===== config.mk =====
export PLATFORM = sky130hd
export DESIGN_NAME = adc_dc_block_flat
export DESIGN_NICKNAME = d
export VERILOG_FILES = /design/src/rtl/sdr_pkg.sv /design/src/rtl/adc_dc_block_if.sv /design/src/rtl/adc_win_stats.sv /design/src/rtl/adc_dc_block.sv /design/src/flat_wrapper.sv
export SDC_FILE = /design/constraint.sdc
export NUM_CORES = 1
export LEC_CHECK = 0
export ABC_AREA = 0
export BUFFER_PORTS_ARGS = -buffer_cell sky130_fd_sc_hd__buf_2
export CORE_ASPECT_RATIO = 1.1
export CORE_MARGIN = 3
export CORE_UTILIZATION = 60
export DETAILED_ROUTE_END_ITERATION = 7
export PLACE_DENSITY = 0.8
export SLEW_MARGIN = 10
export SYNTH_ARGS = -nofsm -noshare
export SYNTH_HDL_FRONTEND = slang
export SYNTH_SLANG_ARGS = --single-unit

===== constraint.sdc =====
create_clock -name adc_clk -period 5 [get_ports adc_clk]
set_input_delay 0.25 -clock adc_clk [delete_from_list [all_inputs] [get_ports adc_clk]]
set_output_delay 0.25 -clock adc_clk [all_outputs]
set_load 0.005 [all_outputs]

===== src/rtl/sdr_pkg.sv =====
// rtl/sdr_pkg.sv - shared sample widths and sample-format helpers for the SDR receive chain
package sdr_pkg;

  localparam int SAMPLE_W  = 12;
  localparam int OTR_CNT_W = 16;

  typedef logic signed [SAMPLE_W-1:0] sample_t;

  // Offset binary to two's complement is a flip of the MSB.
  function automatic sample_t offset_to_signed(input logic [SAMPLE_W-1:0] v);
    return {~v[SAMPLE_W-1], v[SAMPLE_W-2:0]};
  endfunction

  // Clamp a 13-bit signed value into the 12-bit sample range.
  function automatic sample_t sat12(input logic signed [SAMPLE_W:0] v);
    if (v[SAMPLE_W] != v[SAMPLE_W-1])
      return v[SAMPLE_W] ? sample_t'({1'b1, {(SAMPLE_W-1){1'b0}}})
                         : sample_t'({1'b0, {(SAMPLE_W-1){1'b1}}});
    return v[SAMPLE_W-1:0];
  endfunction

endpackage


===== src/rtl/adc_dc_block_if.sv =====
// rtl/adc_dc_block_if.sv - ADC sample in, conditioned sample and window statistics out
interface adc_dc_block_if;
  import sdr_pkg::*;

  logic [SAMPLE_W-1:0]  adc_data;
  logic                 adc_otr;
  logic                 bypass;
  logic                 dc_freeze;
  sample_t              out_data;
  logic                 out_vld;
  sample_t              dc_est;
  logic [SAMPLE_W-2:0]  peak_val;
  logic [OTR_CNT_W-1:0] otr_cnt;
  logic                 stat_vld;

  modport master (
    output adc_data, adc_otr, bypass, dc_freeze,
    input  out_data, out_vld, dc_est, peak_val, otr_cnt, stat_vld
  );

  modport slave (
    input  adc_data, adc_otr, bypass, dc_freeze,
    output out_data, out_vld, dc_est, peak_val, otr_cnt, stat_vld
  );

endinterface


===== src/rtl/adc_win_stats.sv =====
// rtl/adc_win_stats.sv - windowed peak magnitude and out-of-range count over 2^PEAK_LOG2 samples
module adc_win_stats
  import sdr_pkg::*;
#(
  parameter int PEAK_LOG2 = 12
) (
  input  logic                 adc_clk,
  input  logic                 rst_n,
  input  logic                 vld_i,
  input  sample_t              sample_i,
  input  logic                 otr_i,
  output logic [SAMPLE_W-2:0]  peak_val_o,
  output logic [OTR_CNT_W-1:0] otr_cnt_o,
  output logic                 stat_vld_o
);

  logic [PEAK_LOG2-1:0] cnt_q, cnt_d;
  logic [SAMPLE_W-2:0]  peak_run_q, peak_run_d, peak_val_q, peak_val_d;
  logic [OTR_CNT_W-1:0] otr_run_q, otr_run_d, otr_cnt_q, otr_cnt_d;
  logic                 stat_vld_q, stat_vld_d;
  logic [SAMPLE_W-2:0]  mag, peak_max;
  logic [OTR_CNT_W-1:0] otr_sum;

  always_comb begin
    // -2048 has no positive twin in 12 bits; report it as full scale.
    if (sample_i == sample_t'({1'b1, {(SAMPLE_W-1){1'b0}}}))
      mag = '1;
    else if (sample_i[SAMPLE_W-1])
      mag = (SAMPLE_W-1)'(-sample_i);
    else
      mag = sample_i[SAMPLE_W-2:0];

    peak_max = (mag > peak_run_q) ? mag : peak_run_q;
    otr_sum  = (otr_i && (otr_run_q != '1)) ? otr_run_q + 1'b1 : otr_run_q;

    cnt_d      = cnt_q;
    peak_run_d = peak_run_q;
    otr_run_d  = otr_run_q;
    peak_val_d = peak_val_q;
    otr_cnt_d  = otr_cnt_q;
    stat_vld_d = 1'b0;

    if (vld_i) begin
      cnt_d = cnt_q + 1'b1;
      if (&cnt_q) begin
        peak_val_d = peak_max;
        otr_cnt_d  = otr_sum;
        peak_run_d = '0;
        otr_run_d  = '0;
        stat_vld_d = 1'b1;
      end else begin
        peak_run_d = peak_max;
        otr_run_d  = otr_sum;
      end
    end
  end

  always_ff @(posedge adc_clk or negedge rst_n) begin
    if (!rst_n) begin
      cnt_q      <= '0;
      peak_run_q <= '0;
      otr_run_q  <= '0;
      peak_val_q <= '0;
      otr_cnt_q  <= '0;
      stat_vld_q <= 1'b0;
    end else begin
      cnt_q      <= cnt_d;
      peak_run_q <= peak_run_d;
      otr_run_q  <= otr_run_d;
      peak_val_q <= peak_val_d;
      otr_cnt_q  <= otr_cnt_d;
      stat_vld_q <= stat_vld_d;
    end
  end

  assign peak_val_o = peak_val_q;
  assign otr_cnt_o  = otr_cnt_q;
  assign stat_vld_o = stat_vld_q;

endmodule


===== src/rtl/adc_dc_block.sv =====
// rtl/adc_dc_block.sv - AD9226 offset-binary to signed conversion with leaky-integrator DC removal
module adc_dc_block
  import sdr_pkg::*;
#(
  parameter int DC_SHIFT  = 10,
  parameter int PEAK_LOG2 = 12
) (
  input  logic           adc_clk,
  input  logic           rst_n,
  adc_dc_block_if.slave  bus
);

  localparam int ACC_W = SAMPLE_W + 1 + DC_SHIFT;

  sample_t                x_q;
  logic                   otr_q, vld1_q;
  logic signed [ACC_W-1:0] acc_q, acc_d;
  sample_t                out_data_q, out_data_d, dc_est_q, dc;
  logic                   otr2_q, out_vld_q;
  logic signed [SAMPLE_W:0] e;

  always_comb begin
    dc = sample_t'(acc_q >>> DC_SHIFT);
    e  = {x_q[SAMPLE_W-1], x_q} - {dc[SAMPLE_W-1], dc};

    // The integrator sees the unclamped error so it tracks full-scale steps.
    acc_d = acc_q;
    if (!bus.bypass && !bus.dc_freeze)
      acc_d = acc_q + {{(ACC_W-SAMPLE_W-1){e[SAMPLE_W]}}, e};

    out_data_d = bus.bypass ? x_q : sat12(e);
  end

  always_ff @(posedge adc_clk or negedge rst_n) begin
    if (!rst_n) begin
      x_q        <= '0;
      otr_q      <= 1'b0;
      vld1_q     <= 1'b0;
      acc_q      <= '0;
      out_data_q <= '0;
      dc_est_q   <= '0;
      otr2_q     <= 1'b0;
      out_vld_q  <= 1'b0;
    end else begin
      x_q        <= offset_to_signed(bus.adc_data);
      otr_q      <= bus.adc_otr;
      vld1_q     <= 1'b1;
      acc_q      <= acc_d;
      out_data_q <= out_data_d;
      dc_est_q   <= dc;
      otr2_q     <= otr_q;
      out_vld_q  <= vld1_q;
    end
  end

  assign bus.out_data = out_data_q;
  assign bus.out_vld  = out_vld_q;
  assign bus.dc_est   = dc_est_q;

  adc_win_stats #(
    .PEAK_LOG2 (PEAK_LOG2)
  ) u_stats (
    .adc_clk    (adc_clk),
    .rst_n      (rst_n),
    .vld_i      (out_vld_q),
    .sample_i   (out_data_q),
    .otr_i      (otr2_q),
    .peak_val_o (bus.peak_val),
    .otr_cnt_o  (bus.otr_cnt),
    .stat_vld_o (bus.stat_vld)
  );

endmodule


===== src/flat_wrapper.sv =====
// flat-port wrapper written by rule: the top's interface ports become plain ports
module adc_dc_block_flat import sdr_pkg::*;
#(
  parameter int DC_SHIFT  = 10,
  parameter int PEAK_LOG2 = 12
)
  (adc_clk, rst_n, bus_adc_data, bus_adc_otr, bus_bypass, bus_dc_freeze, bus_out_data, bus_out_vld, bus_dc_est, bus_peak_val, bus_otr_cnt, bus_stat_vld);
  adc_dc_block_if bus_i ();
  input  logic adc_clk;
  input  logic rst_n;
  input wire logic [$bits(bus_i.adc_data)-1:0] bus_adc_data;
  input wire logic [$bits(bus_i.adc_otr)-1:0] bus_adc_otr;
  input wire logic [$bits(bus_i.bypass)-1:0] bus_bypass;
  input wire logic [$bits(bus_i.dc_freeze)-1:0] bus_dc_freeze;
  output wire logic [$bits(bus_i.out_data)-1:0] bus_out_data;
  output wire logic [$bits(bus_i.out_vld)-1:0] bus_out_vld;
  output wire logic [$bits(bus_i.dc_est)-1:0] bus_dc_est;
  output wire logic [$bits(bus_i.peak_val)-1:0] bus_peak_val;
  output wire logic [$bits(bus_i.otr_cnt)-1:0] bus_otr_cnt;
  output wire logic [$bits(bus_i.stat_vld)-1:0] bus_stat_vld;
  assign bus_i.adc_data = bus_adc_data;
  assign bus_i.adc_otr = bus_adc_otr;
  assign bus_i.bypass = bus_bypass;
  assign bus_i.dc_freeze = bus_dc_freeze;
  assign bus_out_data = bus_i.out_data;
  assign bus_out_vld = bus_i.out_vld;
  assign bus_dc_est = bus_i.dc_est;
  assign bus_peak_val = bus_i.peak_val;
  assign bus_otr_cnt = bus_i.otr_cnt;
  assign bus_stat_vld = bus_i.stat_vld;
  adc_dc_block #(.DC_SHIFT(DC_SHIFT), .PEAK_LOG2(PEAK_LOG2)) u_core (.adc_clk(adc_clk), .rst_n(rst_n), .bus(bus_i));
endmodule

==> results.py, run 1 <==
metrics = {
    "cts": {
        "clock_latency_ps": 420,
        "cts_tree": "built",
        "postCtsSetupBuffers": 0,
        "cts.clk_slew.worst_paths_ps": 50,
        "numCtsBuffers": 17,
        "htreeDepth": 4,
        "cts_root_buf": "clkbuf_16",
        "clockBufferDepth": 2,
        "cts.sinks": 129,
    },
    "logic_synthesis": {
        "synth_seq_cells": 129,
        "synth.avg_cell_area_um2": 9.52,
        "synth_edf_count": 0,
        "synth_area_leaders": "dfrtp_1, ha_1, nand2_1",
        "yosys-top-cells-count": "dfrtp_1, nand2_1, o21ai_0",
        "async_reset_ff_frac": 1.00,
        "syn_nets": 834,
        "synthCells": 767,
        "yosysWarnings": 0,
        "netlist_area_um2": 7300,
        "synth_top_cell_area_share": 0.442,
        "synth.largest_area_cell": "dfrtp_1",
        "yosysSeqAreaShare": 0.442,
        "ys_types": 63,
        "ys.flop_type": "dfrtp_1",
        "synth_most_common_cell": "dfrtp_1",
    },
    "layout": {
        "layout-area-overhead-vs-synth_pct": 15.4,
        "drive_gt1_frac": 0.152,
        "fin_util": 0.721,
        "n_antenna_cell": 0,
        "nets": 907,
    },
    "outcome": {
        "violations": "hold timing",
        "outcome": "finished, violations left",
    },
    "job": {
        "max_cap_viol_count": 0,
    },
    "die": {
        "dieArea_um2": 13500,
        "die_w_um": 111,
        "ios": 70,
        "coreArea_um2": 11700,
        "row_count": 41,
        "initial_core_util": 0.624,
        "die_h_um": 122,
    },
    "routing": {
        "first_iter_violations": 580,
        "dr.pass1.iters": 5,
        "drc": 0,
        "via_count": 6047,
        "via_per_inst": 6.04,
        "ant_nets": 0,
        "wl_per_cell_um": 17.3,
        "wl_um": 17300,
    },
    "global_route": {
        "grt_usage": 0.265,
        "grt.overflow.total": 0,
        "grt_pass1_vias": 5974,
        "grt_pass1_wl_um": 29000,
        "antenna_found_initial": 0,
        "grt_max_degree": 81,
    },
    "pwr": {
        "power.density_nw_per_um2": 710,
        "ir_worst_vdd_v": 0.000539,
        "total_leakage_power_nw": 3.92,
    },
    "critical_path": {
        "cp_max_fo": 14,
        "critical_path_required_ps": 5270,
        "end_kind": "register",
        "critical_path_arrival_ps": 4720,
        "path_class": "reg2reg",
        "crit_path_start_kind": "register",
    },
    "timing": {
        "achievable-frequency_ghz": 0.225,
        "rsz0062_at_grt": "no",
        "slew_headroom": 0.320,
        "worst_pin_slew_ps": 1020,
        "timing_hold_violations_final": 6,
        "slew_violations": 0,
        "fin_crit_sh": 0.891,
        "timing.hold.ws_ps": -14.3,
        "tns_ps": 0,
        "fin_crit_ps": 4450,
        "timing.final.setup_violations": 0,
        "clock_skew_ps": 10.1,
    },
    "placed_design": {
        "place.gp.congestion": 0.848,
        "port-buffer-count": 69,
        "hpwl_um": 12100,
    },
    "hold_path": {
        "hp-class": "in2async",
    },
}
worst max-delay path, stage by stage (launching register included):
cell and delay [ps]:
dfrtp_1 420, inv_1 100, ha_1 360, and2_1 190, a221oi_1 410, nand4_1 190, a21oi_1 390, nor2_2 200
inv_1 410, ha_1 350, a21o_1 180, o21bai_1 170, a21oi_1 180, nor2b_1 60, a311oi_1 450, xor2_1 180
o21ai_0 80
final timing paths:
| kind | from | end | slack, ps | depth (start not counted) |
|---|---|---|---|---|
| max | u_core.acc_q[16] | u_core.acc_q[16] | 550 | 16 |
| max reg2reg | u_core.acc_q[16] | u_core.acc_q[16] | 550 | 16 |
| min reg2reg | u_core.vld1_q | u_core.bus.out_vld | 340 | 0 |
| max in group asynchronous | rst_n | u_core.acc_q[1] | 3840 | 2 |
| min in group adc_clk | bus_dc_freeze | u_core.acc_q[4] | 330 | 4 |
| min | rst_n | u_core.u_stats.otr_cnt_o[12] | -10 | 1 |
kinds of logic after synthesis:
kind of cell | share of synthesized area
xor gates and xnor gates | 0.0658
other | 0.000513
muxes | 0.0224
buffers and inverters | 0.0372
and+or+nand+nor | 0.152
DFF | 0.442
adders and majority gates | 0.100
AOI/OAI and AO/OA | 0.180
power breakdown:
group | internal [mW] | switching, mW
Sequential | 1.31 | 0.237
Combinational | 1.37 | 1.90
Clock | 0.751 | 0.421
Total | 3.43 | 2.56
registers in the layout, summed over array words and instances (netlist names):
signal and flops:
u_core.x_q 12, u_core.u_stats.peak_val_o 11, u_core.bus.out_vld 1, u_core.otr_q 1, u_core.otr2_q 1, u_core.bus.dc_est 12, u_core.u_stats.cnt_q 12, u_core.acc_q 22
u_core.u_stats.peak_run_q 11, u_core.vld1_q 1, u_core.bus.out_data 12, u_core.u_stats.otr_cnt_o 16, u_core.u_stats.otr_run_q 16, u_core.u_stats.stat_vld_o 1
area by class of cell:
class,count,area (µm²)
fill,849,3270
tap,150,188
multi-input combinational,566,3800
inverter,41,154
clock buffer,24,472
timing repair buffer,85,500
sequential,129,3230
clock inverter,6,82.6
per-stage QoR:
| stage | power (mW) | std cells | area [µm²] | hold WS, ps | worst slack [ps] |
|---|---|---|---|---|---|
| after floorplan | 3.94 | 767 | 7300 | -45.6 | 1080 |
| after global placement | 4.60 | 958 | 7740 | 335 | 715 |
| after detailed placement | 4.71 | 958 | 7740 | 335 | 592 |
| after CTS | 5.96 | 1001 | 8430 | 12.4 | 571 |
| after global routing | 6.47 | 1001 | 8430 | 42.6 | 182 |
| final | 5.98 | 1001 | 8430 | -14.3 | 546 |
per-layer routing:
layer,GRT usage,routed length (µm)
met4,0.0760,313
met1,0.318,7110
met5,0,0
met3,0.0671,818
met2,0.474,9040
layout by cell type, fill, tap and decap left out, types with 6 or more instances in the layout:
cell	netlist	layout
a21o_1	10	10
a21oi_1	37	37
a22o_1	16	16
a31oi_1	7	7
and2_1	6	6
buf_2	1	68
clkbuf_16	0	17
dfrtp_1	129	129
dlygate4sd3_1	0	13
ha_1	48	48
inv_1	39	39
maj3_2	8	8
mux2_2	11	11
nand2_1	109	109
nand2b_1	6	6
nand3_1	25	25
nand4_1	18	18
nor2_1	32	32
nor2b_1	9	9
nor3_1	13	13
o211ai_1	6	6
o21a_1	7	7
o21ai_0	62	62
o311ai_0	10	10
o31ai_1	11	11
xnor2_1	28	28
xor2_1	25	25
what timing repair did:
action / in CTS / in global routing
hold buffers: 13 / 0
resized for setup: 0 / 0
endpoints found under the hold margin: 13 / 0
Power figures use the tool's default switching activity.
==> run 2: changes to the inputs <==
PLACE_DENSITY = 0.79   (was 0.8)
SYNTH_HIERARCHICAL = 1   (was default)
==> run 2 against run 1 <==
Against the previous run: the flow now finishes without violations; via count is 2.9% higher; sequential cell count unchanged; sequential power up 5%; core utilization is 0.21 points lower; cell area increased by 4.4%; critical endpoint is now u_core/acc_q[15]; highest routed layer unchanged.
==> results.py, run 2 <==
metrics = {
    "routing": {
        "drc": 0,
        "dr.pass1.iters": 5,
        "via_count": 6220,
        "ant_nets": 0,
        "wl_um": 17800,
        "first_iter_violations": 420,
        "wl_per_cell_um": 17.4,
        "via_per_inst": 6.07,
    },
    "timing": {
        "tns_ps": 0,
        "fin_crit_sh": 0.832,
        "worst_pin_slew_ps": 1250,
        "slew_violations": 0,
        "slew_headroom": 0.166,
        "fin_crit_ps": 4160,
        "achievable-frequency_ghz": 0.240,
        "timing_hold_violations_final": 0,
        "timing.final.setup_violations": 0,
        "clock_skew_ps": 5.21,
        "rsz0062_at_grt": "no",
    },
    "layout": {
        "final_cell_mix": "dfrtp_1, nand2_1, buf_2, o21ai_0, ha_1",
        "final_common_cell": "dfrtp_1",
        "fin_area_um2": 8800,
        "final_cells": 1024,
        "drive_gt1_frac": 0.168,
        "top_register": "u_core/acc_q",
        "layout-area-overhead-vs-synth_pct": 15.1,
        "largest_reg_flops": 22,
        "n_antenna_cell": 0,
        "fillerInstances": 924,
        "nets": 925,
    },
    "die": {
        "row_count": 42,
        "die_w_um": 114,
        "initial_core_util": 0.624,
        "die_h_um": 124,
        "ios": 70,
        "coreArea_um2": 12200,
        "dieArea_um2": 14100,
    },
    "placed_design": {
        "place_inst": 978,
        "dpl_cell_area_um2": 8010,
        "hpwl_um": 12500,
        "port-buffer-count": 69,
        "place.gp.congestion": 0.967,
    },
    "critical_path": {
        "rr_worst_depth": 16,
        "end_kind": "register",
        "critical_path_arrival_ps": 4480,
        "critical_path_required_ps": 5320,
        "slowest_delay_ps": 430,
        "path_buf_inv": 2,
        "path_class": "reg2reg",
        "path_delay_family": "compound AO/OA/AOI/OAI gates",
        "crit_path_cell_trace": "inv_1, ha_1, nor2b_1, o31a_1, o41a_4, a21oi_2, mux2i_1, nand2_1, ha_1, nand2_1, o21ai_0, inv_1, a21oi_1, o21bai_1, and3_1, o31ai_1",
        "crit_path_start_kind": "register",
        "crit_cells": 16,
        "crit_slowest_cell": "dfrtp_1",
        "cp_max_fo": 5,
        "reg2reg_slack_ps": 840,
    },
    "logic_synthesis": {
        "synth.avg_cell_area_um2": 9.79,
        "synth_area_leaders": "dfrtp_1, ha_1, nand2_1",
        "async_reset_ff_frac": 1.00,
        "synth.largest_area_cell": "dfrtp_1",
        "synth_seq_cells": 129,
        "ys_types": 80,
        "syn_nets": 849,
        "netlist_area_um2": 7640,
        "yosys-top-cells-count": "dfrtp_1, nand2_1, o21ai_0",
        "synth_edf_count": 0,
        "synth_top_cell_area_share": 0.422,
        "synthCells": 781,
        "yosysSeqAreaShare": 0.422,
        "yosysWarnings": 6,
        "ys.flop_type": "dfrtp_1",
        "synth_most_common_cell": "dfrtp_1",
    },
    "cts": {
        "clock_latency_ps": 420,
        "postCtsSetupBuffers": 0,
        "numCtsBuffers": 17,
        "ctsResizeCount": 0,
        "cts_root_buf": "clkbuf_16",
        "clockBufferDepth": 2,
        "htreeDepth": 4,
        "cts-hold-fix-buffers": 14,
        "cts.sinks": 129,
        "cts.clk_slew.worst_paths_ps": 60,
        "cts_tree": "built",
    },
    "global_route": {
        "grt.overflow.total": 0,
        "grt_pass1_vias": 6246,
        "grt_max_degree": 66,
        "grt_pass1_wl_um": 30000,
        "grt_usage": 0.262,
        "antenna_found_initial": 0,
    },
    "pwr": {
        "total_power_mw": 6.71,
        "total_leakage_power_nw": 4.12,
        "ir_worst_vdd_v": 0.000582,
        "power.density_nw_per_um2": 762,
    },
    "hold_path": {
        "hp-class": "in2reg",
        "hold_depth": 2,
    },
    "job": {
        "max_cap_viol_count": 0,
    },
    "outcome": {
        "outcome": "completed",
    },
}
## run 2: cell types whose count changed after synthesis, sizes merged, moves of 6 or more
| cell | previous run | this run |
|---|---|---|
| mux2 | 11 | 2 |
| o21bai | 3 | 11 |
| o21ai | 63 | 70 |
| nand2 | 109 | 91 |
| nor2 | 33 | 46 |
| xor2 | 26 | 17 |
| and3 | 4 | 15 |
| a21oi | 37 | 48 |
| maj3 | 8 | 0 |
| clkbuf | 27 | 11 |
| a22o | 16 | 22 |
| buf | 4 | 17 |
## run 2: final timing paths
check / start / to
setup / recovery: u_core/acc_q[12] / u_core/acc_q[15]
hold / removal: bus_bypass / u_core/bus.out_data[5]
setup reg to reg: u_core/acc_q[12] / u_core/acc_q[15]
hold reg to reg: u_core/vld1_q / u_core/bus.out_vld
max in group asynchronous: rst_n / u_core/acc_q[18]
min in group asynchronous: rst_n / u_core/u_stats/peak_val_o[2]
## run 2: worst reg2reg max path: cells and delay by family, from the launching register on
kind                       cells  cell delay (ps)
adders and majority gates      2              670
muxes                          1              300
DFF                            1              430
AOI/OAI and AO/OA              7             1900
and+or+nand+nor                4              560
buffers and inverters          2              220
## run 2: cell families (layout without fill, tap and decap cells)
| kind of cell | Yosys count | in the layout | synth area share |
|---|---|---|---|
| and+or+nand+nor | 240 | 240 | 0.165 |
| AOI/OAI and AO/OA | 231 | 231 | 0.209 |
| DFF | 129 | 129 | 0.422 |
| buffers and inverters | 71 | 160 | 0.0468 |
| adders and majority gates | 51 | 51 | 0.0855 |
| xor gates and xnor gates | 49 | 49 | 0.0586 |
| muxes | 9 | 9 | 0.0121 |
| other | 1 | 1 | 0.000491 |
## run 2: power by group
part	internal (mW)	total, mW	switching (mW)
clock network	0.876	1.34	0.467
registers	1.33	1.62	0.288
logic	1.56	3.75	2.19
## run 2: per-layer routing
metal | routed length [µm] | track usage
met4 | 450 | 0.110
met2 | 9250 | 0.451
met3 | 726 | 0.0549
met1 | 7390 | 0.315
met5 | 0 | 0
## run 2: area by class of cell
class,count,area (µm²),area share
Multi-Input combinational cell,581,4060,0.462
Sequential cell,129,3230,0.367
Timing Repair Buffer,86,510,0.0580
Clock buffer,20,467,0.0531
Tap cell,154,193,0.0219
Clock inverter,12,179,0.0203
Inverter,42,158,0.0179
## run 2: per-stage QoR
| stage | hold slack, ps | utilization | setup WS [ps] |
|---|---|---|---|
| 2_1_floorplan | -45.6 | - | 1540 |
| 3_3_place_gp | 335 | 0.654 | 1110 |
| 3_5_place_dp | 359 | 0.654 | 989 |
| 4_1_cts | 297 | 0.718 | 931 |
| 5_1_grt | 308 | 0.718 | 653 |
| 6_report | 319 | 0.718 | 841 |
==> run 3: changes to the inputs <==
clock period = 4 ns   (was 5 ns; I/O delays follow)
==> run 3 against run 2 <==
Against the previous run: clock skew increased by 3.6 ps; register-to-register slack got worse by 610 ps; critical path type unchanged; routed wire length increased by 0.27%; power increased by 27%; non-clock buffer count increased by 9; largest cell class unchanged; clock-buffer cell count decreased by 1; global-route usage decreased by 0.36 points; clock power increased by 24%; critical path depth decreased by 1; sequential power increased by 25%.
==> results.py, run 3 (synthesis results as in run 2) <==
metrics = {
    "outcome": {
        "outcome": "completed",
    },
    "global_route": {
        "grt_usage": 0.258,
        "grt_max_degree": 68,
        "grt.overflow.total": 0,
        "grt_pass1_wl_um": 29700,
        "antenna_found_initial": 0,
        "grt_pass1_vias": 6203,
    },
    "job": {
        "max_cap_viol_count": 0,
    },
    "cts": {
        "numCtsBuffers": 17,
        "cts.clk_slew.worst_paths_ps": 60,
        "cts.sinks": 129,
        "cts_tree": "built",
        "clockBufferDepth": 2,
        "clock_latency_ps": 430,
        "cts_root_buf": "clkbuf_16",
        "htreeDepth": 4,
    },
    "routing": {
        "dr.pass1.iters": 5,
        "wl_um": 17900,
        "ant_nets": 0,
        "wl_per_cell_um": 17.3,
        "first_iter_violations": 499,
        "drc": 0,
        "via_per_inst": 6.10,
        "via_count": 6305,
    },
    "timing": {
        "tns_ps": 0,
        "achievable-frequency_ghz": 0.266,
        "slew_headroom": 0.205,
        "setup_ws_ps": 235,
        "clock_skew_ps": 8.83,
        "fin_crit_sh": 0.941,
        "fin_crit_ps": 3760,
        "worst_pin_slew_ps": 1190,
        "timing.hold.ws_ps": 253,
        "timing.final.setup_violations": 0,
        "timing_hold_violations_final": 0,
        "slew_violations": 0,
    },
    "critical_path": {
        "critical_path_arrival_ps": 4100,
        "path_class": "reg2reg",
        "cp_max_fo": 11,
        "critical_path_required_ps": 4340,
        "crit_path_start_kind": "register",
        "end_kind": "register",
    },
    "placed_design": {
        "hpwl_um": 12500,
        "dpl_cell_area_um2": 8030,
        "dp_slack_ps": 162,
        "place.gp.congestion": 1.00,
        "port-buffer-count": 69,
        "place_inst": 981,
    },
    "layout": {
        "drive_gt1_frac": 0.185,
        "final_common_cell": "dfrtp_1",
        "final_cell_mix": "dfrtp_1, nand2_1, buf_2, o21ai_0, ha_1",
        "layout-area-overhead-vs-synth_pct": 16.5,
        "largest_reg_flops": 22,
        "fin_area_um2": 8900,
        "nets": 934,
        "final_cells": 1033,
        "fillerInstances": 845,
        "fin_util": 0.727,
        "n_antenna_cell": 0,
        "top_register": "u_core/acc_q",
    },
    "die": {
        "row_count": 42,
        "initial_core_util": 0.624,
        "coreArea_um2": 12200,
        "ios": 70,
        "die_h_um": 124,
        "die_w_um": 114,
        "dieArea_um2": 14100,
    },
    "pwr": {
        "total_power_mw": 8.54,
        "ir_worst_vdd_v": 0.000667,
        "total_leakage_power_nw": 4.17,
        "power.density_nw_per_um2": 960,
    },
    "hold_path": {
        "hp-class": "in2reg",
    },
}
## run 3: worst max-delay path: stages, from the launching register on
cell,delay (ps)
dfrtp_1,450
inv_1,70
ha_1,340
a21o_1,190
a211oi_1,360
nand3b_1,200
o221ai_4,380
buf_4,200
ha_1,140
inv_1,90
nor3_1,330
nand4_1,150
a21oi_1,150
a21oi_1,120
or4_1,400
o2111ai_1,110
## run 3: worst paths after layout
check                                      start                            to  slack, ps  depth (start not counted)
worst max-delay path            u_core/acc_q[19]              u_core/acc_q[21]        240                         15
min in group asynchronous                  rst_n  u_core/u_stats/peak_run_q[1]        420                          2
worst min register to register     u_core/vld1_q            u_core/bus.out_vld        350                          0
worst max register to register  u_core/acc_q[19]              u_core/acc_q[21]        240                         15
worst min-delay path                  bus_bypass        u_core/bus.out_data[4]        250                          2
max in group asynchronous                  rst_n              u_core/acc_q[10]       2570                          3
## run 3: routing by layer
layer,up-vias,share of wire,track usage
li1,2996,-,-
met2,213,0.52,0.439
met3,49,0.052,0.0554
met4,0,0.029,0.115
met1,3047,0.40,0.312
met5,-,0,0
## run 3: repair_timing
action	in CTS	in global routing
resized for setup	0	10
setup endpoints to repair	0	10
hold buffers	14	0
hold endpoints to repair	78	0
setup buffers	0	6
## run 3: area by class of cell
cell class                 count  area (µm²)  share of cell area
sequential                   129        3230               0.363
timing repair buffer          95         578              0.0650
inverter                      42         158              0.0177
clock inverter                13         183              0.0205
multi-input combinational    581        4110               0.461
tap                          154         193              0.0217
clock buffer                  19         453              0.0509
## run 3: report_power, final
part           total [mW]  leakage [nW]  internal, mW  switching (mW)
clock                1.66         0.313          1.08           0.583
combinational        4.86          2.22          2.05            2.81
sequential           2.02          1.64          1.66           0.360
total                8.54          4.17          4.79            3.75
